$ cat src/rtl/mem_port_arbiter.sv
// Round-robin arbiter and sequencer for the shared memory port: instruction fetch vs load/store.
// Each access runs IDLE -> BUSY (MEM_LAT cycles) -> DONE (one-cycle ack to the owner).
module mem_port_arbiter #(
   parameter int WIDTH   = 32,
   parameter int MEM_LAT = 2
) (
   input  logic             clk,
   input  logic             rst,
   input  logic             i_req,
   input  logic [WIDTH-1:0] i_addr,
   output logic             i_ack,
   output logic [WIDTH-1:0] i_rdata,
   input  logic             d_req,
   input  logic             d_we,
   input  logic [WIDTH-1:0] d_addr,
   input  logic [WIDTH-1:0] d_wdata,
   output logic             d_ack,
   output logic [WIDTH-1:0] d_rdata,
   output logic             mem_sel,
   output logic             mem_en,
   output logic             mem_we,
   output logic [WIDTH-1:0] mem_addr,
   output logic [WIDTH-1:0] mem_wdata,
   input  logic [WIDTH-1:0] mem_rdata
);

   typedef enum logic [1:0] {IDLE, BUSY, DONE} state_t;

   localparam logic [3:0] LAT_INIT = 4'(MEM_LAT - 1);

   state_t     state, state_nxt;
   logic       owner;       // 0 = fetch, 1 = data
   logic       last_grant;
   logic [3:0] cnt;
   logic       grant;
   logic       grant_id;

   assign mem_sel = owner;

   // NOTE: every output of this block gets a default before the case, so no path leaves a latch.
   always_comb begin
      state_nxt = state;
      grant     = 1'b0;
      grant_id  = 1'b0;
      mem_en    = 1'b0;
      i_ack     = 1'b0;
      d_ack     = 1'b0;
      case (state)
         IDLE: begin
            if (i_req && d_req) begin
               grant    = 1'b1;
               grant_id = ~last_grant;
            end else if (i_req || d_req) begin
               grant    = 1'b1;
               grant_id = d_req;
            end
            if (grant) state_nxt = BUSY;
         end
         BUSY: begin
            mem_en = 1'b1;
            if (cnt == 4'd0) state_nxt = DONE;
         end
         DONE: begin
            i_ack     = ~owner;
            d_ack     = owner;
            state_nxt = IDLE;
         end
         default: state_nxt = IDLE;
      endcase
   end

   always_ff @(posedge clk or posedge rst) begin
      if (rst) begin
         state      <= IDLE;
         owner      <= 1'b0;
         last_grant <= 1'b1;
         cnt        <= 4'd0;
         mem_we     <= 1'b0;
         mem_addr   <= '0;
         mem_wdata  <= '0;
         i_rdata    <= '0;
         d_rdata    <= '0;
      end else begin
         state <= state_nxt;
         if (grant) begin
            owner      <= grant_id;
            last_grant <= grant_id;
            cnt        <= LAT_INIT;
            if (grant_id) begin
               mem_addr  <= d_addr;
               mem_we    <= d_we;
               mem_wdata <= d_wdata;
            end else begin
               mem_addr  <= i_addr;
               mem_we    <= 1'b0;
               mem_wdata <= '0;
            end
         end else if (state == BUSY) begin
            if (cnt == 4'd0) begin
               // Write strobe covers only the BUSY cycles; stores leave both rdata registers alone.
               mem_we <= 1'b0;
               if (!mem_we) begin
                  if (owner) d_rdata <= mem_rdata;
                  else       i_rdata <= mem_rdata;
               end
            end else begin
               cnt <= cnt - 4'd1;
            end
         end
      end
   end

endmodule

$ cat config.mk
export PLATFORM = sky130hd
export DESIGN_NAME = mem_port_arbiter
export DESIGN_NICKNAME = d
export VERILOG_FILES = /design/src/rtl/mem_port_arbiter.sv
export SDC_FILE = /design/constraint.sdc
export NUM_CORES = 1
export LEC_CHECK = 0
export CAP_MARGIN = 10
export CORE_MARGIN = 2
export CORE_UTILIZATION = 44
export DETAILED_ROUTE_END_ITERATION = 6
export HOLD_SLACK_MARGIN = 0.1
export PLACE_DENSITY = 0.84
export SYNTH_ARGS = -nofsm -noshare
export SYNTH_HDL_FRONTEND = slang
export SYNTH_SLANG_ARGS = --single-unit
$ cat constraint.sdc
create_clock -name clk -period 11.45 [get_ports clk]
set_input_delay 1.145 -clock clk [delete_from_list [all_inputs] [get_ports clk]]
set_output_delay 1.145 -clock clk [all_outputs]
set_load 0.005 [all_outputs]
==> results of run 1 <==
## power by group through the flow
stage	Clock, W	Sequential, W	Combinational [W]
after global placement	0	0.000866	0.00110
after CTS	0.000570	0.000880	0.00114
after floorplan	0	0.000879	0.000501
after global routing	0.000591	0.000910	0.00121
final	0.000559	0.000881	0.00113
after detailed placement	0	0.000880	0.00113
## synth_stat cells, drive strengths merged, types with 2 or more instances
| master | n |
|---|---|
| a22o | 32 |
| o21ai | 4 |
| buf | 6 |
| clkbuf | 34 |
| a2111oi | 32 |
| nor2 | 3 |
| mux2 | 64 |
| a21o | 2 |
| inv | 36 |
| o21a | 33 |
| nor3b | 2 |
| ha | 2 |
| nand3 | 3 |
| a211o | 32 |
| mux2i | 2 |
| dfrtp | 136 |
## per-layer routing
layer | vias to the layer above | global-route usage [%]
li1 | 2126 | -
met1 | 2310 | 28.7
met2 | 234 | 40.0
met3 | 23 | 7.75
met4 | 0 | 9.34
met5 | - | 0
## cells by family (layout without fill, tap and decap cells)
logic type	count (synthesis)	after routing	share of synthesized area, %
AOI/OAI and AO/OA	139	139	19.5
DFF	137	137	58.0
adders and majority gates	2	2	0.423
buffers and inverters	76	338	5.77
and+or+nand+nor	18	18	1.88
muxes	66	66	14.4
## area by class of cell
| class | count | area share [%] |
|---|---|---|
| inverter | 36 | 1.51 |
| multi-input combinational | 225 | 23.3 |
| timing repair buffer | 271 | 29.1 |
| tap | 176 | 2.38 |
| clock buffer | 20 | 5.04 |
| sequential | 137 | 37.0 |
| clock inverter | 11 | 1.57 |
## worst paths after layout
kind | endpoint | slack [ns] | depth (start not counted)
setup reg to reg | i_rdata[16] | 8.69 | 5
max in group asynchronous | mem_wdata[22] | 8.89 | 3
hold reg to reg | mem_wdata[12] | 0.50 | 1
min in group asynchronous | mem_wdata[11] | 1.14 | 2
setup / recovery | mem_addr[23] | 8.08 | 5
hold / removal | mem_wdata[12] | 0.50 | 1
## cells in the final DEF (no fill, tap or decap), types with 3 or more instances in the layout
cell / synthesis / layout
a2111oi_0: 32 / 32
a211o_1: 32 / 32
a22o_1: 32 / 32
buf_4: 0 / 6
bufinv_16: 0 / 3
clkbuf_16: 0 / 17
clkbuf_8: 0 / 3
clkdlybuf4s50_1: 0 / 265
clkinv_2: 0 / 3
clkinvlp_4: 0 / 3
dfrtp_1: 136 / 136
inv_1: 36 / 35
mux2_2: 34 / 34
mux2_4: 30 / 30
nand3_1: 3 / 3
o21a_1: 33 / 33
o21ai_0: 3 / 3
## through the flow
| step | instances | total power, W | util, % | area [um2] | setup WS (ns) |
|---|---|---|---|---|---|
| 6_report | 876 | 0.00257 | 70.2 | 9260 | 8.08 |
| 4_1_cts | 876 | 0.00259 | 70.2 | 9260 | 8.11 |
| 5_1_grt | 876 | 0.00271 | 70.2 | 9260 | 7.95 |
| 3_3_place_gp | 845 | 0.00196 | 65.5 | 8650 | 7.77 |
| 2_1_floorplan | 438 | 0.00138 | - | 5920 | 6.64 |
| 3_5_place_dp | 845 | 0.00201 | 65.5 | 8650 | 7.66 |
## sequential cells by signal, indices dropped and copies added, names as in the netlist
register,flops
i_rdata,32
mem_we,1
state,2
cnt,4
mem_sel,1
last_grant,1
mem_wdata,32
mem_addr,32
d_rdata,32
## critical path: stages
cell and delay [ns]:
clkdlybuf4s50_1 0.57, nand2_1 0.60, and3_2 0.62, buf_4 0.33
a211o_1 0.37
==> impl_metrics.prom, run 1 <==
# TYPE chip_impl_metric gauge
chip_impl_metric{name="cts_max_level",unit=""} 4
chip_impl_info{name="ys.flop_type",value="dfrtp_1"} 1
chip_impl_info{name="cp_launch_point",value="i_req"} 1
chip_impl_metric{name="grt_remaining_overflow",unit=""} 0
chip_impl_info{name="hold_path_class",value="reg -> reg"} 1
chip_impl_metric{name="worst_setup_hold_path_clk_slew",unit="ns"} 0.06
chip_impl_metric{name="cts_hold_repair.buffers",unit=""} 0
chip_impl_metric{name="synth.avg_cell_area",unit="um2"} 13.5
chip_impl_metric{name="tns",unit="ns"} 0
chip_impl_metric{name="final.hold.worst_slack",unit="ns"} 0.503
chip_impl_metric{name="gp_routability_congestion",unit=""} 0.737
chip_impl_info{name="crit-reg2reg-launch",value="cnt[0]"} 1
chip_impl_metric{name="crit_arrival",unit="ns"} 3.67
chip_impl_info{name="grt_setup_unrepaired",value="false"} 1
chip_impl_metric{name="place.port_buffers",unit=""} 265
chip_impl_metric{name="dp_hpwl",unit="um"} 11600
chip_impl_metric{name="floorplan.core_area",unit="um2"} 13200
chip_impl_metric{name="finalCriticalPeriod",unit="ns"} 3.37
chip_impl_info{name="dr.max_layer_used",value="met4"} 1
chip_impl_metric{name="yosys.cell_types.count",unit=""} 35
chip_impl_metric{name="die_w",unit="um"} 120
chip_impl_metric{name="clk_latency",unit="ns"} 0.41
chip_impl_metric{name="power.clock.fraction",unit="%"} 21.8
chip_impl_metric{name="n_antenna_cell",unit=""} 0
chip_impl_metric{name="post-cts-setup-buffers",unit=""} 0
chip_impl_metric{name="number_of_vias_in_the_routed_layout",unit=""} 4693
chip_impl_info{name="synth.largest_area_cell",value="dfrtp_1"} 1
chip_impl_info{name="criticalPathCategory",value="in -> reg"} 1
chip_impl_metric{name="antenna_found_initial",unit=""} 0
chip_impl_metric{name="vias_per_cell",unit=""} 5.36
chip_impl_metric{name="wl_met1",unit="um"} 6670
chip_impl_metric{name="p_switching",unit="W"} 0.000748
chip_impl_info{name="setup.worst_path.start_class",value="input port"} 1
chip_impl_metric{name="power.internal",unit="W"} 0.00182
chip_impl_metric{name="postCtsResizedCells",unit=""} 0
chip_impl_metric{name="avgRoutedWirePerCell",unit="um"} 19.1
chip_impl_metric{name="crit_path_max_fanout",unit=""} 54
chip_impl_metric{name="clkSinkCount",unit=""} 137
chip_impl_metric{name="max-slew-margin-rel",unit="%"} 23.1
chip_impl_metric{name="clock.fmax",unit="MHz"} 297
chip_impl_metric{name="syn-cell-area",unit="um2"} 5920
chip_impl_metric{name="netlist_instances",unit=""} 438
chip_impl_metric{name="yosysWarningCount",unit=""} 0
chip_impl_metric{name="setup_violations",unit=""} 0
chip_impl_metric{name="max-cap-violations",unit=""} 0
chip_impl_metric{name="total_leakage_power",unit="nW"} 4.17
chip_impl_info{name="sort_of_element_at_the_end_of_the_critical_path",value="register"} 1
chip_impl_metric{name="p_seq_share",unit="%"} 34.3
chip_impl_metric{name="final_nets",unit=""} 823
chip_impl_metric{name="rows",unit=""} 42
chip_impl_metric{name="final-max-slew-violation-count",unit=""} 0
chip_impl_metric{name="clockBufferDepth",unit=""} 2
chip_impl_metric{name="finalHoldViolCount",unit=""} 0
chip_impl_info{name="status",value="complete, no violations"} 1
chip_impl_metric{name="post_route_cells_drive_above_1_share",unit="%"} 15.6
chip_impl_metric{name="wl",unit="um"} 16700
chip_impl_metric{name="worst-endpoint-required",unit="ns"} 11.75
chip_impl_metric{name="postSynth.asyncResetShare",unit="%"} 100
chip_impl_metric{name="power.share.switching",unit="%"} 29.1
chip_impl_metric{name="first_iter_violations",unit=""} 240
chip_impl_metric{name="area_of_the_multi_input_gates",unit="um2"} 2160
chip_impl_metric{name="synth_top_cell_area_share",unit="%"} 57.5
chip_impl_metric{name="timing_worst_slew_pin_value",unit="ns"} 1.15
chip_impl_metric{name="areal_power_density_over_the_cells",unit="nW/um2"} 278
chip_impl_metric{name="length_of_routed_met2_wiring",unit="um"} 8270
chip_impl_metric{name="synth.net_count",unit=""} 573
chip_impl_metric{name="final-seq-area",unit="um2"} 3430
chip_impl_metric{name="synth-seq-cells",unit=""} 137
chip_impl_metric{name="routed-wl-met3",unit="um"} 1450
chip_impl_info{name="cts-root-buf",value="clkbuf_16"} 1
chip_impl_metric{name="synth_seq_area_share",unit="%"} 58.0
chip_impl_metric{name="layout-area-overhead-vs-synth",unit="%"} 56.5
chip_impl_metric{name="max-vdd-ir-drop",unit="mV"} 0.122
chip_impl_info{name="worst_hold_startpoint",value="mem_wdata[12]"} 1
chip_impl_metric{name="drc",unit=""} 0
chip_impl_metric{name="power.share.combinational",unit="%"} 44.0
chip_impl_metric{name="fin_worst_skew",unit="ns"} 0.00793
chip_impl_info{name="ys_top_cells_by_area",value="dfrtp_1, mux2_4, mux2_2"} 1
chip_impl_metric{name="initial_core_util",unit="%"} 44.8
chip_impl_metric{name="grt_max_degree",unit=""} 84
chip_impl_metric{name="count_of_flip_flops_with_a_built_in_enable_after_synthesis",unit=""} 0
chip_impl_metric{name="chipHeight",unit="um"} 120
chip_impl_metric{name="die_area",unit="um2"} 14400
chip_impl_metric{name="grt_pass1_vias",unit=""} 4949
chip_impl_metric{name="postRouteAntennaNets",unit=""} 0
chip_impl_metric{name="nFillCells",unit=""} 869
chip_impl_metric{name="detail_route.first_pass.iterations",unit=""} 4
chip_impl_metric{name="track_usage",unit="%"} 23.9
chip_impl_metric{name="ioPinCount",unit=""} 266
chip_impl_metric{name="cts_inserted_buffers",unit=""} 17
chip_impl_metric{name="fin_crit_sh",unit="%"} 29.4
chip_impl_metric{name="grt_pass1_wl",unit="um"} 26400
chip_impl_info{name="tritoncts_clock_tree",value="built"} 1
(Power assumes the default switching activity.)
==> run 2, diff against run 1 <==
--- a/config.mk
+++ b/config.mk
@@ -7,10 +7,10 @@
 export LEC_CHECK = 0
 export CAP_MARGIN = 10
 export CORE_MARGIN = 2
-export CORE_UTILIZATION = 44
+export CORE_UTILIZATION = 38
 export DETAILED_ROUTE_END_ITERATION = 6
 export HOLD_SLACK_MARGIN = 0.1
-export PLACE_DENSITY = 0.84
+export PLACE_DENSITY = 0.77
 export SYNTH_ARGS = -nofsm -noshare
 export SYNTH_HDL_FRONTEND = slang
 export SYNTH_SLANG_ARGS = --single-unit
==> constraint.sdc (replaced) <==
create_clock -name clk -period 3 [get_ports clk]
set_input_delay 0.3 -clock clk [delete_from_list [all_inputs] [get_ports clk]]
set_output_delay 0.3 -clock clk [all_outputs]
set_load 0.005 [all_outputs]
==> impl_metrics.prom, run 2 (synthesis gave the netlist of run 1 again) <==
# TYPE chip_impl_metric gauge
chip_impl_metric{name="postLayoutSetupSlackWorst",unit="ns"} 0.540
chip_impl_metric{name="floorplan.core_area",unit="um2"} 15200
chip_impl_metric{name="antenna_found_initial",unit=""} 0
chip_impl_metric{name="layout-area-overhead-vs-synth",unit="%"} 57.2
chip_impl_info{name="cpMaxStageDelayCell",value="or4_2"} 1
chip_impl_metric{name="timing_worst_slew_pin_value",unit="ns"} 1.20
chip_impl_metric{name="vias_per_cell",unit=""} 5.27
chip_impl_metric{name="place.port_buffers",unit=""} 265
chip_impl_metric{name="first_iter_violations",unit=""} 183
chip_impl_metric{name="clkSinkCount",unit=""} 137
chip_impl_metric{name="post_route_cells_drive_above_1_share",unit="%"} 16.6
chip_impl_info{name="setup.worst_path.start_class",value="register"} 1
chip_impl_metric{name="setup_violations",unit=""} 0
chip_impl_info{name="most_common_cell_after_layout_fill_and_taps_aside",value="clkdlybuf4s50_1"} 1
chip_impl_metric{name="post-cts-setup-buffers",unit=""} 0
chip_impl_info{name="path_cells",value="inv_1 > ha_1 > or3b_4 > or4_2 > buf_4 > mux2_4"} 1
chip_impl_metric{name="finalCriticalPeriod",unit="ns"} 2.46
chip_impl_metric{name="dp_hpwl",unit="um"} 11900
chip_impl_metric{name="initial_core_util",unit="%"} 38.9
chip_impl_metric{name="crit_arrival",unit="ns"} 2.75
chip_impl_metric{name="final-max-slew-violation-count",unit=""} 0
chip_impl_metric{name="avgRoutedWirePerCell",unit="um"} 18.6
chip_impl_metric{name="postCtsResizedCells",unit=""} 0
chip_impl_metric{name="final.hold.worst_slack",unit="ns"} 0.387
chip_impl_metric{name="fin_crit_sh",unit="%"} 82.0
chip_impl_info{name="sort_of_element_at_the_end_of_the_critical_path",value="register"} 1
chip_impl_metric{name="grt_pass1_vias",unit=""} 4901
chip_impl_metric{name="crit_path_largest_cell_delay",unit="ns"} 0.55
chip_impl_metric{name="grt_max_degree",unit=""} 70
chip_impl_metric{name="crit_path_max_fanout",unit=""} 32
chip_impl_metric{name="clockBufferDepth",unit=""} 2
chip_impl_metric{name="finalHoldViolCount",unit=""} 0
chip_impl_metric{name="max-cap-violations",unit=""} 0
chip_impl_metric{name="total_leakage_power",unit="nW"} 4.19
chip_impl_metric{name="tns",unit="ns"} 0
chip_impl_metric{name="chipHeight",unit="um"} 129
chip_impl_metric{name="fin_worst_skew",unit="ns"} 0.0116
chip_impl_metric{name="place_ws",unit="ns"} 0.569
chip_impl_metric{name="clock.fmax",unit="MHz"} 407
chip_impl_metric{name="max-slew-margin-rel",unit="%"} 20.0
chip_impl_info{name="layout_common_cells",value="clkdlybuf4s50_1, dfrtp_1, inv_1"} 1
chip_impl_metric{name="grt_pass1_wl",unit="um"} 26200
chip_impl_metric{name="cts_max_level",unit=""} 4
chip_impl_metric{name="finalInstanceArea",unit="um2"} 9300
chip_impl_info{name="cts-root-buf",value="clkbuf_16"} 1
chip_impl_metric{name="clk_latency",unit="ns"} 0.41
chip_impl_metric{name="detail_route.first_pass.iterations",unit=""} 4
chip_impl_info{name="status",value="complete, no violations"} 1
chip_impl_info{name="grt_setup_unrepaired",value="false"} 1
chip_impl_metric{name="drc",unit=""} 0
chip_impl_metric{name="worst-endpoint-required",unit="ns"} 3.29
chip_impl_metric{name="number_of_vias_in_the_routed_layout",unit=""} 4723
chip_impl_info{name="hold_path_class",value="in -> async"} 1
chip_impl_metric{name="final_nets",unit=""} 831
chip_impl_metric{name="max-vdd-ir-drop",unit="mV"} 0.524
chip_impl_metric{name="track_usage",unit="%"} 20.2
chip_impl_metric{name="cts_inserted_buffers",unit=""} 17
chip_impl_metric{name="wl",unit="um"} 16700
chip_impl_metric{name="ioPinCount",unit=""} 266
chip_impl_metric{name="die_area",unit="um2"} 16600
chip_impl_metric{name="cts_hold_repair.buffers",unit=""} 0
chip_impl_metric{name="gp_routability_congestion",unit=""} 0.762
chip_impl_metric{name="areal_power_density_over_the_cells",unit="nW/um2"} 1040
chip_impl_info{name="tritoncts_clock_tree",value="built"} 1
chip_impl_metric{name="worst_setup_hold_path_clk_slew",unit="ns"} 0.06
chip_impl_metric{name="grt_remaining_overflow",unit=""} 0
chip_impl_metric{name="postRouteAntennaNets",unit=""} 0
chip_impl_metric{name="dpl_cell_area",unit="um2"} 8730
chip_impl_info{name="criticalPathCategory",value="reg -> reg"} 1
chip_impl_metric{name="n_antenna_cell",unit=""} 0
chip_impl_metric{name="die_w",unit="um"} 129
chip_impl_metric{name="rows",unit=""} 45
run 2: power breakdown:
part | leakage (nW) | internal [W] | total [W] | switching (W)
Clock | 0.276 | 0.00116 | 0.00201 | 0.000850
Sequential | 1.66 | 0.00279 | 0.00334 | 0.000556
Combinational | 2.25 | 0.00282 | 0.00430 | 0.00148
Total | 4.19 | 0.00676 | 0.00965 | 0.00289
run 2: critical path, delay by kind of cell, from the launching register on:
| family | cells | cell delay (ns) |
|---|---|---|
| adder cells (fa/ha/maj) | 1 | 0.16 |
| buffers and inverters | 2 | 0.44 |
| flip-flops | 1 | 0.41 |
| multiplexers | 1 | 0.37 |
| AND/OR/NAND/NOR | 2 | 0.95 |
run 2: area by class of cell:
class / instances / area (um2)
sequential: 137 / 3430
timing repair buffer: 279 / 2770
inverter: 36 / 139
clock inverter: 15 / 141
clock buffer: 17 / 425
multi-input combinational: 225 / 2160
tap: 188 / 235
fill: 1216 / 5900
run 2: per-stage QoR:
step | std cells | total power [W] | utilization (%)
4_1_cts | 897 | 0.00974 | 61.2
5_1_grt | 897 | 0.0103 | 61.2
3_5_place_dp | 865 | 0.00769 | 57.4
6_report | 897 | 0.00965 | 61.2
3_3_place_gp | 865 | 0.00753 | 57.4
2_1_floorplan | 438 | 0.00526 | -
run 2: layer usage:
metal  wire (um)  up-vias  GRT usage, %  share of wire (%)
met3        1390       16          7.15                8.3
met4         202        0          6.91                1.2
met5           0        -             0                  0
met1        7050     2341          25.1                 42
met2        8030      210          33.0                 48
li1            -     2156             -                  -
run 2: path summary, 6_finish.rpt:
kind | endpoint | slack [ns] | cells after the start | start
worst max-delay path | i_rdata[27] | 0.54 | 6 | cnt[0]
worst min-delay path | d_rdata[24] | 0.39 | 3 | rst
worst max register to register | i_rdata[27] | 0.54 | 6 | cnt[0]
worst min register to register | mem_wdata[17] | 0.50 | 1 | mem_wdata[17]
max in group asynchronous | mem_wdata[20] | 2.00 | 3 | rst
min in group clk | mem_we | 0.45 | 2 | d_we
